## src/rtl/bcd_sseg_scan.sv

```systemverilog
// bcd_sseg_scan: time-multiplexed 4-digit seven-segment driver.
// A packed BCD word is captured into a shadow register on a load strobe and
// copied into the display register only at frame boundaries, so a
// multi-digit value never tears across a scan.
// Outputs an/sseg are active-low and registered.
// Optional feature: define SSEG_DIM_EN to add the bright[3:0] input, which
// shortens the anode on-time within each digit slot (PWM dimming).
//
// Load interface: load is a one-cycle strobe with no ready.  Every cycle in
// which load=1 is accepted; bcd_in/dp_in are sampled on that same rising
// edge.  A later strobe before the next frame boundary replaces the earlier
// one.
module bcd_sseg_scan #(
    parameter int REFRESH_DIV = 100_000
) (
    input  logic        clk,
    input  logic        reset_n,
    input  logic [15:0] bcd_in,
    input  logic        load,
    input  logic [3:0]  dp_in,
    input  logic        lz_blank,
`ifdef SSEG_DIM_EN
    input  logic [3:0]  bright,
`endif
    output logic        pending,
    output logic        frame_tick,
    output logic [3:0]  an,
    output logic [7:0]  sseg
);

    localparam int CNT_W = (REFRESH_DIV > 1) ? $clog2(REFRESH_DIV) : 1;
    localparam logic [CNT_W-1:0] SLOT_LAST = CNT_W'(REFRESH_DIV - 1);

    logic [CNT_W-1:0] slot_cnt;
    logic [1:0]       dig_idx;
    logic [15:0]      shadow_bcd;
    logic [3:0]       shadow_dp;
    logic [15:0]      active_bcd;
    logic [3:0]       active_dp;

    logic             slot_last;
    logic             boundary;
    logic [3:0]       cur_nib;
    logic             cur_dp;
    logic             zero3, zero2, zero1;
    logic             blank;
    logic             an_on;
    logic [3:0]       next_an;
    logic [7:0]       next_sseg;

    assign slot_last = (slot_cnt == SLOT_LAST);
    assign boundary  = slot_last && (dig_idx == 2'd3);

    // Segment pattern a..g (active-low, bit 0 = a); non-BCD nibbles show a dash.
    function automatic logic [6:0] seg_of(input logic [3:0] nib);
        case (nib)
            4'd0:    seg_of = 7'h40;
            4'd1:    seg_of = 7'h79;
            4'd2:    seg_of = 7'h24;
            4'd3:    seg_of = 7'h30;
            4'd4:    seg_of = 7'h19;
            4'd5:    seg_of = 7'h12;
            4'd6:    seg_of = 7'h02;
            4'd7:    seg_of = 7'h78;
            4'd8:    seg_of = 7'h00;
            4'd9:    seg_of = 7'h10;
            default: seg_of = 7'h3F;
        endcase
    endfunction

    // Slot timer and digit index: one digit per REFRESH_DIV clocks, 0..3 round robin.
    always_ff @(posedge clk or negedge reset_n) begin
        if (!reset_n) begin
            slot_cnt <= '0;
            dig_idx  <= 2'd0;
        end else if (slot_last) begin
            slot_cnt <= '0;
            dig_idx  <= dig_idx + 2'd1;
        end else begin
            slot_cnt <= slot_cnt + CNT_W'(1);
        end
    end

    // Shadow capture and tear-free transfer into the display register at the frame boundary.
    always_ff @(posedge clk or negedge reset_n) begin
        if (!reset_n) begin
            shadow_bcd <= '0;
            shadow_dp  <= '0;
            active_bcd <= '0;
            active_dp  <= '0;
            pending    <= 1'b0;
            frame_tick <= 1'b0;
        end else begin
            frame_tick <= boundary;
            if (boundary) begin
                pending <= 1'b0;
                if (load) begin
                    // A load on the boundary goes straight to the display.
                    active_bcd <= bcd_in;
                    active_dp  <= dp_in;
                    shadow_bcd <= bcd_in;
                    shadow_dp  <= dp_in;
                end else if (pending) begin
                    active_bcd <= shadow_bcd;
                    active_dp  <= shadow_dp;
                end
            end else if (load) begin
                shadow_bcd <= bcd_in;
                shadow_dp  <= dp_in;
                pending    <= 1'b1;
            end
        end
    end

    // Select the current digit, apply leading-zero blanking and decode.
    always_comb begin
        cur_nib = 4'd0;
        cur_dp  = 1'b0;
        blank   = 1'b0;
        zero3   = (active_bcd[15:12] == 4'd0);
        zero2   = zero3 && (active_bcd[11:8] == 4'd0);
        zero1   = zero2 && (active_bcd[7:4] == 4'd0);
        case (dig_idx)
            2'd0: begin
                cur_nib = active_bcd[3:0];
                cur_dp  = active_dp[0];
            end
            2'd1: begin
                cur_nib = active_bcd[7:4];
                cur_dp  = active_dp[1];
                blank   = lz_blank && zero1;
            end
            2'd2: begin
                cur_nib = active_bcd[11:8];
                cur_dp  = active_dp[2];
                blank   = lz_blank && zero2;
            end
            default: begin
                cur_nib = active_bcd[15:12];
                cur_dp  = active_dp[3];
                blank   = lz_blank && zero3;
            end
        endcase
        next_sseg = {~cur_dp, (blank ? 7'h7F : seg_of(cur_nib))};
    end

`ifdef SSEG_DIM_EN
    // Anode stays lit for the first (bright+1)/16 of each slot.
    always_comb begin
        an_on = ((32'(slot_cnt) << 4) < ((32'(bright) + 32'd1) * 32'(REFRESH_DIV)));
    end
`else
    // Anode lit for the whole slot.
    always_comb begin
        an_on = 1'b1;
    end
`endif

    // One-hot-low anode for the current digit, or all off while dimmed.
    always_comb begin
        next_an = an_on ? ~(4'b0001 << dig_idx) : 4'hF;
    end

    // Registered, glitch-free board outputs.
    always_ff @(posedge clk or negedge reset_n) begin
        if (!reset_n) begin
            an   <= 4'hF;
            sseg <= 8'hFF;
        end else begin
            an   <= next_an;
            sseg <= next_sseg;
        end
    end

endmodule

```

## config.mk

```make
export PLATFORM = sky130hd
export DESIGN_NAME = bcd_sseg_scan
export DESIGN_NICKNAME = d
export VERILOG_FILES = /design/src/rtl/bcd_sseg_scan.sv
export SDC_FILE = /design/constraint.sdc
export NUM_CORES = 1
export LEC_CHECK = 0
export BUFFER_PORTS_ARGS = -buffer_cell sky130_fd_sc_hd__buf_2
export CORE_AREA = 2 2 86 67
export DETAILED_ROUTE_END_ITERATION = 7
export DIE_AREA = 0 0 88 69
export PLACE_DENSITY = 0.8
export SETUP_SLACK_MARGIN = 0.15
export SKIP_LAST_GASP = 1
export SYNTH_ARGS = -nofsm -noshare
export SYNTH_HDL_FRONTEND = slang
export SYNTH_SLANG_ARGS = --single-unit
```

## constraint.sdc

```tcl
create_clock -name clk -period 3.11 [get_ports clk]
set_clock_uncertainty 0.2 [all_clocks]
set_input_delay 0.1555 -clock clk [delete_from_list [all_inputs] [get_ports clk]]
set_output_delay 0.1555 -clock clk [all_outputs]
set_load 0.005 [all_outputs]
```

==> flow_summary.ini <==
[place]
place_area_um2 = 3450
io_buffers = 37
dp_hpwl_um = 4220
gp_congestion = 0.852

[synth]
syn-cell-area_um2 = 3170
seq_area_frac_synth_pct = 58.0
postSynthAreaPerCell_um2 = 13.1
yosysUniqueCellTypes = 39
syn_nets = 275
postSynthCellCount = 242
synth-seq-cells = 73
ys_warn_count = 0

[worst_hold_path]
min_path_type = in2async

[global_route]
track_usage_pct = 22.8
antenna_found_initial = 0
grt_first_pass_wirelength_um = 10400
grt.overflow.total = 0
grt_max_degree = 64
grt_pass1_vias = 2184

[pwr]
p_comb_share_pct = 5.2
intPower_w = 0.00148
switchingPower_w = 0.000402
p_leak_nw = 1.81
clock_power_share_pct = 42.6
sw_frac_of_total_pct = 21.4
power_frac_seq_pct = 52.2
vdd.ir_drop.worst_mv = 0.384
powerDensity_nw_per_um2 = 485

[setup_path]
start_kind = register
cp-end-kind = register
r2r_cells = 8
critPathLaunch = dig_idx[0]
reg2reg_from = dig_idx[0]
crit_arrival_ns = 2.55
path_class = reg2reg
required_ns = 3.17
reg2reg_slack_ns = 0.62
critical_path.max_fanout = 7
timing.rr.end = sseg[4]
endpoint = sseg[4]

[cts]
cts_root_buf = clkbuf_8
cts_buffers = 9
cts.clk_slew.worst_paths_ns = 0.08
cts_sinks = 73
clockBufferDepth = 2
clock_latency_ns = 0.34
cts_tree = done
h-tree-depth = 3
postCtsSetupRepairBufs = 0

[sta]
fin_tns_setup_ns = 0
max-slew-margin-rel_pct = 49.0
finalCritPeriodShare_pct = 80.0
slew_viol_final = 0
setup_viol = 0
period_minus_slack_ns = 2.49
rsz0062_at_grt = no
worst_slew_pin_slew_ns = 0.765
hold_ws_ns = 0.00305
fmax_mhz = 402
final_hold_viol_count = 0

[floorplanning]
start_util_pct = 60.9
dieArea_um2 = 6070
die_width_um = 88
ios = 38
num_rows = 23
die_height_um = 69
core_area_um2 = 5210

[drt]
drtAntennaViolNets = 0
vias = 2134
finalWirelength_um = 6240
drt_iter0_drc = 172
wire_per_inst_um = 16.0
first_pass_iters = 6
drc_errors = 0
viasPerCell = 5.49

[finish]
most-common-layout-cells = dfrtp_1, mux2_2, buf_2, dlygate4sd3_1, nor2_1
syn2layout_area_growth_pct = 22.2
antenna_cells = 0
drive_gt1_share_pct = 36.6
nets = 342
final_area_um2 = 3880
layout_commonest_cell = dfrtp_1

[job]
maxCapViolCount = 0

[status]
status = complete, no violations
[state kept, by name (all words and copies together), names as in the netlist]
register,flops
slot_cnt,17
active_bcd,16
shadow_bcd,16
sseg,8
active_dp,4
an,4
shadow_dp,4
dig_idx,2
frame_tick,1
pending,1
[worst max-delay path, cell delays in order, from the launching register on]
cell      delay [ns]
dfrtp_1         0.42
inv_1           0.14
ha_1            0.30
a222oi_1        0.15
a21oi_1         0.48
inv_1           0.14
ha_1            0.24
and3_1          0.14
o21ai_0         0.19
[power groups by stage]
stage	clock network (W)	registers (W)	logic [W]
floorplan	0	0.000997	0.0000353
global placement	0	0.000998	0.0000765
detailed placement	0	0.00100	0.0000783
CTS	0.000817	0.000982	0.0000990
global route	0.000858	0.000983	0.000109
finish	0.000801	0.000981	0.0000984
[layout make-up]
type,instances,area [um2]
Timing Repair Buffer,61,418
Inverter,12,45.0
Clock inverter,7,93.8
Sequential cell,73,1840
Tap cell,75,93.8
Clock buffer,9,124
Multi-Input combinational cell,152,1260
Fill cell,349,1330
[metal layers]
metal  routed length, um  share of wire, %  track usage, %  vias to the layer above
li1                    -                 -               -                     1011
met1                3010                48            33.0                     1046
met2                2800                45            32.7                       71
met3                 365               5.9            7.31                        6
met4                  61              0.98            7.69                        0
met5                   0                 0               0                        -
[repair_timing]
action,4_1_cts,5_1_grt
resized for setup,0,0
hold endpoints to repair,42,0
hold buffers,21,0
[logic make-up (layout without fill, tap and decap cells)]
group | Yosys count | count (layout) | synth area share [%]
flops | 73 | 73 | 58.0
simple gates | 56 | 56 | 9.82
mux | 46 | 46 | 16.2
compound gates | 27 | 27 | 5.95
buf+inv | 17 | 89 | 2.52
xor+xnor | 14 | 14 | 3.86
fa+ha+maj | 9 | 9 | 3.55
[worst min path at each step]
| stage | start | end | slack (ns) | cells past startpoint |
|---|---|---|---|---|
| floorplan | reset_n | active_bcd[0] | -0.34 | 0 |
| global placement | reset_n | shadow_bcd[15] | -0.17 | 1 |
| finish | reset_n | shadow_bcd[12] | 0.003 | 2 |
| detailed placement | reset_n | shadow_bcd[6] | -0.17 | 1 |
| CTS | reset_n | shadow_bcd[10] | 0.006 | 2 |
| global route | reset_n | shadow_bcd[14] | 0.01 | 2 |
[cells in the mapped netlist, drive strengths merged]
library cell	n	area, um2
dfrtp	61	1530
mux2	44	495
nor2	13	48.8
dfstp	12	315
nand2	12	45.0
inv	11	41.3
ha	9	113
nand3	8	40.0
xnor2	8	70.1
o21ai	7	35.0
xor2	6	52.6
a21oi	5	25.0
a222oi	5	50.1
buf	5	35.0
and4	4	40.0
nor3	4	20.0
nor4	3	25.0
a211oi	2	15.0
and3	2	12.5
mux2i	2	20.0
nand4	2	12.5
nor2b	2	12.5
o2111ai	2	17.5
o211ai	2	15.0
or3	2	12.5
a21o	1	7.51
a31oi	1	6.26
clkinv	1	3.75
nand4b	1	8.76
nor4b	1	15.0
o221ai	1	8.76
o41ai	1	8.76
or3b	1	11.3
or4	1	7.51
[through the flow]
stage               total power (W)  std cells  setup WS [ns]  utilization (%)
detailed placement          0.00108        352          0.660             66.2
finish                      0.00188        389          0.621             74.4
global route                0.00195        389          0.356             74.4
global placement            0.00107        352          0.776             66.2
CTS                         0.00190        389          0.632             74.4
floorplan                   0.00103        242           1.02                -
(Power assumes the default switching activity.)
